`config.mk`:
```
export PLATFORM = sky130hd
export DESIGN_NAME = output_writeback_scheduler_flat
export DESIGN_NICKNAME = d
export VERILOG_FILES = /design/src/rtl/cnn_pkg.sv /design/src/rtl/output_writeback_scheduler_if.sv /design/src/rtl/burst_addr_gen.sv /design/src/rtl/output_writeback_scheduler.sv /design/src/flat_wrapper.sv
export SDC_FILE = /design/constraint.sdc
export NUM_CORES = 1
export LEC_CHECK = 0
export ABC_AREA = 1
export CAP_MARGIN = 20
export CORE_MARGIN = 3
export CORE_UTILIZATION = 55
export DETAILED_ROUTE_END_ITERATION = 16
export GPL_TIMING_DRIVEN = 0
export PLACE_DENSITY = 0.92
export SETUP_SLACK_MARGIN = 0.3
export SLEW_MARGIN = 10
export SYNTH_ARGS = -nofsm -noshare
export SYNTH_HDL_FRONTEND = slang
export SYNTH_SLANG_ARGS = --single-unit
```
`constraint.sdc`:
```
create_clock -name w_clk -period 10.8 [get_ports w_clk]
set_input_delay 2.16 -clock w_clk [delete_from_list [all_inputs] [get_ports w_clk]]
set_output_delay 2.16 -clock w_clk [all_outputs]
set_load 0.05 [all_outputs]
```
`src/rtl/cnn_pkg.sv`:
```
// Shared types and constants for the CNN output write-back path.
// Holds the scheduler state encoding and the buffer address width.
package cnn_pkg;

  localparam int BUF_AW = 14;

  typedef enum logic [1:0] {
    IDLE   = 2'b00,
    BURST  = 2'b01,
    NEXT   = 2'b10,
    FINISH = 2'b11
  } state_e;

endpackage

```
`src/rtl/output_writeback_scheduler_if.sv`:
```
// Bundle between layer controller / output FIFOs / output buffer
// and the write-back scheduler.
interface output_writeback_scheduler_if #(
  parameter int NUM_CH       = 4,
  parameter int dimdata_size = 16,
  parameter int DATA_W       = 16,
  parameter int CH_W         = $clog2(NUM_CH) + 1
);
  import cnn_pkg::*;

  logic                     start;
  logic [BUF_AW-1:0]        base_address;
  logic [dimdata_size-1:0]  output_featuremapsize;
  logic [CH_W-1:0]          num_channels;
  logic [NUM_CH-1:0]        fifo_empty;
  logic [NUM_CH*DATA_W-1:0] fifo_data;
  logic [NUM_CH-1:0]        fifo_rd_en;
  logic [BUF_AW-1:0]        buf_address;
  logic [DATA_W-1:0]        buf_data;
  logic                     write_enable;
  logic [CH_W-1:0]          ch_index;
  logic                     busy;
  logic                     done;

  modport slave (
    input  start, base_address, output_featuremapsize,
    input  num_channels, fifo_empty, fifo_data,
    output fifo_rd_en, buf_address, buf_data,
    output write_enable, ch_index, busy, done
  );

  modport master (
    output start, base_address, output_featuremapsize,
    output num_channels, fifo_empty, fifo_data,
    input  fifo_rd_en, buf_address, buf_data,
    input  write_enable, ch_index, busy, done
  );

endinterface

```
`src/rtl/burst_addr_gen.sv`:
```
// Per-channel region base and word counter for write-back.
// Produces the current buffer address and a last-word flag.
module burst_addr_gen
  import cnn_pkg::*;
#(
  parameter int dimdata_size = 16
) (
  input  logic                    clk,
  input  logic                    rst,
  input  logic                    load,
  input  logic                    advance,
  input  logic                    step,
  input  logic [BUF_AW-1:0]       base_in,
  input  logic [dimdata_size-1:0] fsize_in,
  output logic [BUF_AW-1:0]       addr,
  output logic                    last
);

  localparam logic [dimdata_size-1:0] ONE = 1;

  logic [BUF_AW-1:0]       ch_base_q, ch_base_d;
  logic [dimdata_size-1:0] count_q, count_d;
  logic [dimdata_size-1:0] fsize_q, fsize_d;

  assign addr = ch_base_q + BUF_AW'(count_q);
  assign last = (count_q == fsize_q - ONE);

  // load restarts at channel 0, advance moves to the next region
  always_comb begin
    ch_base_d = ch_base_q;
    count_d   = count_q;
    fsize_d   = fsize_q;
    if (load) begin
      ch_base_d = base_in;
      count_d   = '0;
      fsize_d   = fsize_in;
    end else if (advance) begin
      ch_base_d = ch_base_q + BUF_AW'(fsize_q);
      count_d   = '0;
    end else if (step) begin
      count_d = count_q + ONE;
    end
  end

  // counter state registers
  always_ff @(posedge clk or posedge rst) begin
    if (rst) begin
      ch_base_q <= '0;
      count_q   <= '0;
      fsize_q   <= '0;
    end else begin
      ch_base_q <= ch_base_d;
      count_q   <= count_d;
      fsize_q   <= fsize_d;
    end
  end

endmodule

```
`src/rtl/output_writeback_scheduler.sv`:
```
// Drains per-channel output FIFOs into consecutive buffer regions,
// channel by channel, with one done pulse per layer.
module output_writeback_scheduler
  import cnn_pkg::*;
#(
  parameter int NUM_CH       = 4,
  parameter int dimdata_size = 16,
  parameter int DATA_W       = 16,
  parameter int CH_W         = $clog2(NUM_CH) + 1
) (
  input  logic                         w_clk,
  input  logic                         reset,
  output_writeback_scheduler_if.slave  bus
);

  state_e             state_q, state_d;
  logic [CH_W-1:0]    ch_q, ch_d;
  logic [CH_W-1:0]    ncnt_q, ncnt_d;
  logic               we_q, we_d;
  logic [BUF_AW-1:0]  addr_q, addr_d;
  logic [DATA_W-1:0]  data_q, data_d;
  logic               done_q, done_d;

  logic               sel_empty;
  logic [DATA_W-1:0]  sel_data;
  logic               pop;
  logic [NUM_CH-1:0]  rd_en;
  logic               load, advance;
  logic [BUF_AW-1:0]  gen_addr;
  logic               gen_last;

  burst_addr_gen #(
    .dimdata_size(dimdata_size)
  ) u_addr (
    .clk     (w_clk),
    .rst     (reset),
    .load    (load),
    .advance (advance),
    .step    (pop),
    .base_in (bus.base_address),
    .fsize_in(bus.output_featuremapsize),
    .addr    (gen_addr),
    .last    (gen_last)
  );

  // channel mux and one-hot pop demux
  always_comb begin
    sel_empty = 1'b1;
    sel_data  = '0;
    for (int k = 0; k < NUM_CH; k++) begin
      if (ch_q == CH_W'(k)) begin
        sel_empty = bus.fifo_empty[k];
        sel_data  = bus.fifo_data[k*DATA_W +: DATA_W];
      end
    end
    pop = (state_q == BURST) && !sel_empty;
    for (int k = 0; k < NUM_CH; k++) begin
      rd_en[k] = pop && (ch_q == CH_W'(k)) && !reset;
    end
  end

  // sequencing of channels and write strobe generation
  always_comb begin
    state_d = state_q;
    ch_d    = ch_q;
    ncnt_d  = ncnt_q;
    addr_d  = addr_q;
    data_d  = data_q;
    we_d    = 1'b0;
    load    = 1'b0;
    advance = 1'b0;
    unique case (state_q)
      IDLE: begin
        if (bus.start) begin
          load   = 1'b1;
          ch_d   = '0;
          ncnt_d = bus.num_channels;
          if (bus.num_channels == '0 ||
              bus.output_featuremapsize == '0)
            state_d = FINISH;
          else
            state_d = BURST;
        end
      end
      BURST: begin
        if (pop) begin
          we_d   = 1'b1;
          addr_d = gen_addr;
          data_d = sel_data;
          if (gen_last) state_d = NEXT;
        end
      end
      NEXT: begin
        if (ch_q == ncnt_q - CH_W'(1)) begin
          state_d = FINISH;
        end else begin
          ch_d    = ch_q + CH_W'(1);
          advance = 1'b1;
          state_d = BURST;
        end
      end
      FINISH: state_d = IDLE;
      default: state_d = IDLE;
    endcase
    done_d = (state_d == FINISH);
  end

  // state and registered outputs
  always_ff @(posedge w_clk or posedge reset) begin
    if (reset) begin
      state_q <= IDLE;
      ch_q    <= '0;
      ncnt_q  <= '0;
      we_q    <= 1'b0;
      addr_q  <= '0;
      data_q  <= '0;
      done_q  <= 1'b0;
    end else begin
      state_q <= state_d;
      ch_q    <= ch_d;
      ncnt_q  <= ncnt_d;
      we_q    <= we_d;
      addr_q  <= addr_d;
      data_q  <= data_d;
      done_q  <= done_d;
    end
  end

  assign bus.fifo_rd_en   = rd_en;
  assign bus.buf_address  = addr_q;
  assign bus.buf_data     = data_q;
  assign bus.write_enable = we_q;
  assign bus.ch_index     = ch_q;
  assign bus.busy         = (state_q != IDLE);
  assign bus.done         = done_q;

endmodule

```
`src/flat_wrapper.sv`:
```
// flat-port wrapper written by rule: the top's interface ports become plain ports
module output_writeback_scheduler_flat import cnn_pkg::*;
#(
  parameter int NUM_CH       = 4,
  parameter int dimdata_size = 16,
  parameter int DATA_W       = 16,
  parameter int CH_W         = $clog2(NUM_CH) + 1
)
  (w_clk, reset, bus_start, bus_base_address, bus_output_featuremapsize, bus_num_channels, bus_fifo_empty, bus_fifo_data, bus_fifo_rd_en, bus_buf_address, bus_buf_data, bus_write_enable, bus_ch_index, bus_busy, bus_done);
  output_writeback_scheduler_if #(.NUM_CH(NUM_CH), .dimdata_size(dimdata_size), .DATA_W(DATA_W), .CH_W(CH_W)) bus_i ();
  input  logic w_clk;
  input  logic reset;
  input wire logic [$bits(bus_i.start)-1:0] bus_start;
  input wire logic [$bits(bus_i.base_address)-1:0] bus_base_address;
  input wire logic [$bits(bus_i.output_featuremapsize)-1:0] bus_output_featuremapsize;
  input wire logic [$bits(bus_i.num_channels)-1:0] bus_num_channels;
  input wire logic [$bits(bus_i.fifo_empty)-1:0] bus_fifo_empty;
  input wire logic [$bits(bus_i.fifo_data)-1:0] bus_fifo_data;
  output wire logic [$bits(bus_i.fifo_rd_en)-1:0] bus_fifo_rd_en;
  output wire logic [$bits(bus_i.buf_address)-1:0] bus_buf_address;
  output wire logic [$bits(bus_i.buf_data)-1:0] bus_buf_data;
  output wire logic [$bits(bus_i.write_enable)-1:0] bus_write_enable;
  output wire logic [$bits(bus_i.ch_index)-1:0] bus_ch_index;
  output wire logic [$bits(bus_i.busy)-1:0] bus_busy;
  output wire logic [$bits(bus_i.done)-1:0] bus_done;
  assign bus_i.start = bus_start;
  assign bus_i.base_address = bus_base_address;
  assign bus_i.output_featuremapsize = bus_output_featuremapsize;
  assign bus_i.num_channels = bus_num_channels;
  assign bus_i.fifo_empty = bus_fifo_empty;
  assign bus_i.fifo_data = bus_fifo_data;
  assign bus_fifo_rd_en = bus_i.fifo_rd_en;
  assign bus_buf_address = bus_i.buf_address;
  assign bus_buf_data = bus_i.buf_data;
  assign bus_write_enable = bus_i.write_enable;
  assign bus_ch_index = bus_i.ch_index;
  assign bus_busy = bus_i.busy;
  assign bus_done = bus_i.done;
  output_writeback_scheduler #(.NUM_CH(NUM_CH), .dimdata_size(dimdata_size), .DATA_W(DATA_W), .CH_W(CH_W)) u_core (.w_clk(w_clk), .reset(reset), .bus(bus_i));
endmodule
```
==> out/results.ini <==
[status]
status=completed

[sta]
slew_headroom_pct=60.3
slew_violations=0
tns_ps=0
fin_crit_ps=6570
worst_slew_pin_slew_ps=596
hold_viol=0
fin_hold_ws_ps=485
finalSetupViolCount=0
finalCritPeriodShare_pct=60.9
timing.clock.skew_ps=6.86
grt_setup_unrepaired=no
fmaxAchievable_ghz=0.152

[critical_path]
setup.worst_path.start=bus_fifo_empty[3]
cp_num_cells=6
worst_setup_path_end_kind=output port
worstPathRequired_ps=8640
critPathKind=in2out
critical_path.top_delay_family=buffers and inverters
cp.arrival_ps=4410
path_max_fanout=7
rrSetupSlack_ps=8630
rr_worst_depth=11
r2r_end=u_core.state_q[0]
cpPeakStageDelay_ps=840
path_buf_inv=2
worst_path_max_delay_cell=clkdlybuf4s50_1
crit_top_cell=clkdlybuf4s50_1
crit_end=bus_fifo_rd_en[0]
crit_chain=clkdlybuf4s50_1 -> or2_2 -> a21oi_4 -> nand2_1 -> nor3_1 -> clkdlybuf4s50_1
crit_path_start_kind=input pin
timing.rr.start=u_core.u_addr.fsize_q[0]

[clock_network]
holdBufCountCts=0
clock_sink_count=86
cts-root-buf=clkbuf_16
cts_tree=yes
cts_buffers=9
htree_levels=3
clkTransAtPathRegs_ps=60
cts-resized-gates=0
cts_setup_buffers=0
cts_buffer_depth=2
clkLatencyLatePin_ps=340

[yosys]
seq_area_frac_synth_pct=34.0
synthArstFlopShare_pct=100
ys_seq_elements=86
synthCells=892
synth_edf_count=0
avgSynthCellArea_um2=7.09
ys_types=48
syn-cell-area_um2=6320
ys_dominant_reg_cell=dfrtp_1
synthesis.nets=1032
yosysWarningCount=0

[grt]
grt_pass1_vias=6562
antenna_found_initial=0
grt_max_degree=53
grtUsageTotal_pct=30.7
grt_pass1_wl_um=31600
gr-total-overflow=0

[drt]
ant_nets=0
num_vias=6705
drc_errors=0
drt_iter0_drc=608
totalWireLength_um=19300
via_per_inst=5.63
routedWlPerCell_um=16.2
dr.pass1.iters=7

[floorplan]
core-area_um2=11000
die_h_um=113
die_x_um=113
die-area_um2=12800
ios=144
rows=38
initial_core_util_pct=57.3

[min_path]
hold_path.class=reg2reg

[final_layout]
fillerInstances=858
drive_gt1_share_pct=6.37
mostFrequentLayoutCells=nand2_1, clkdlybuf4s50_1, o21ai_0
antenna_cells=0
areaGrowthSynthToFinish_pct=30.6
final_common_cell=nand2_1
nets=1187

[power]
power_density_nw_per_um2=84.0
power_leakage_uw=0.00416
vdd_drop_max_uv=55.8
p_sw_uw=146
p_int_uw=548
p_comb_share_pct=7.3
swShare_pct=21.0
seqPwrFrac_pct=46.5
pwr-share-clk_pct=46.2

[run]
maxCapViolCount=0

[place]
hpwl_um=14700
finalWeightedCongestion=0.969
place.port_buffers=143

-- synth_stat cells, types with 6 or more instances --
cell	n	area [um^2]
buf_2	12	60.1
o21ai_1	8	40.0
nand2_1	250	938
clkbuf_1	11	41.3
o211ai_1	6	45.0
a31oi_1	6	37.5
inv_1	77	289
dfrtp_1	86	2150
xor2_1	18	158
o21ai_0	98	490
ha_1	34	425
xnor2_1	14	123
a21oi_1	31	155
nand4_1	14	87.6
nor3_1	8	40.0
nor2_1	75	282
nand3_1	77	385
-- power by group through the flow --
stage	logic [uW]	registers (uW)	clock network [uW]
3_5_place_dp	50.3	329	0
4_1_cts	50.8	323	321
5_1_grt	54.1	323	332
6_report	50.4	323	321
2_1_floorplan	6.63	330	0
3_3_place_gp	48.1	329	0
-- per-stage QoR --
stage | worst slack [ps] | area (um^2) | power (uW) | utilization, % | std cells
floorplan | 3210 | 6320 | 337 | - | 892
global placement | 2010 | 7930 | 377 | 71.9 | 1175
detailed placement | 4240 | 7960 | 379 | 72.2 | 1176
CTS | 4230 | 8260 | 695 | 74.9 | 1191
global route | 4100 | 8260 | 708 | 74.9 | 1191
finish | 4230 | 8260 | 694 | 74.9 | 1191
-- sequential cells by signal, indices dropped and copies added (netlist names) --
name,cells
u_core.bus.buf_address,14
u_core.u_addr.count_q,16
u_core.bus.buf_data,16
u_core.u_addr.ch_base_q,14
u_core.bus.done,1
u_core.state_q,2
u_core.bus.write_enable,1
u_core.u_addr.fsize_q,16
u_core.bus.ch_index,3
u_core.ncnt_q,3
-- final cells by class --
cell class / instances / area (um^2) / share of cell area, %
Timing Repair Buffer: 144 / 1460 / 17.7
Sequential cell: 86 / 2150 / 26.0
Clock buffer: 12 / 256 / 3.10
Inverter: 84 / 320 / 3.88
Tap cell: 140 / 175 / 2.12
Clock inverter: 3 / 43.8 / 0.530
Multi-Input combinational cell: 692 / 3700 / 44.8
Buffer: 30 / 151 / 1.83
-- worst min-delay path: stages, from the launching register on --
cell and delay (ps):
dfrtp_1 340, nand2_1 50, o21ai_0 60
-- worst min-delay path by stage --
stage / startpoint / cells after the start / to
3_5_place_dp: u_core.bus.buf_data[8] / 2 / u_core.bus.buf_data[8]
5_1_grt: u_core.bus.buf_data[5] / 2 / u_core.bus.buf_data[5]
6_report: u_core.bus.buf_data[5] / 2 / u_core.bus.buf_data[5]
4_1_cts: u_core.bus.buf_data[8] / 2 / u_core.bus.buf_data[8]
2_1_floorplan: u_core.ncnt_q[1] / 2 / u_core.ncnt_q[1]
3_3_place_gp: u_core.bus.buf_address[0] / 2 / u_core.bus.buf_address[0]
-- metal layers --
| layer | part of all wire [%] | up-vias | global-route usage (%) |
|---|---|---|---|
| li1 | - | 3262 | - |
| met2 | 49 | 271 | 52.3 |
| met3 | 5.9 | 55 | 2.89 |
| met1 | 42 | 3117 | 40.0 |
| met5 | 0 | - | 0 |
| met4 | 3.3 | 0 | 12.7 |
-- cells by family (layout without fill, tap and decap cells) --
kind of cell,Yosys count,after routing,share of synthesized area [%]
and+or+nand+nor,459,459,32.6
AOI/OAI and AO/OA,165,165,14.2
buffers and inverters,114,273,7.42
DFF,86,86,34.0
adders and majority gates,36,36,7.36
xor gates and xnor gates,32,32,4.43
(Power assumes the default switching activity.)
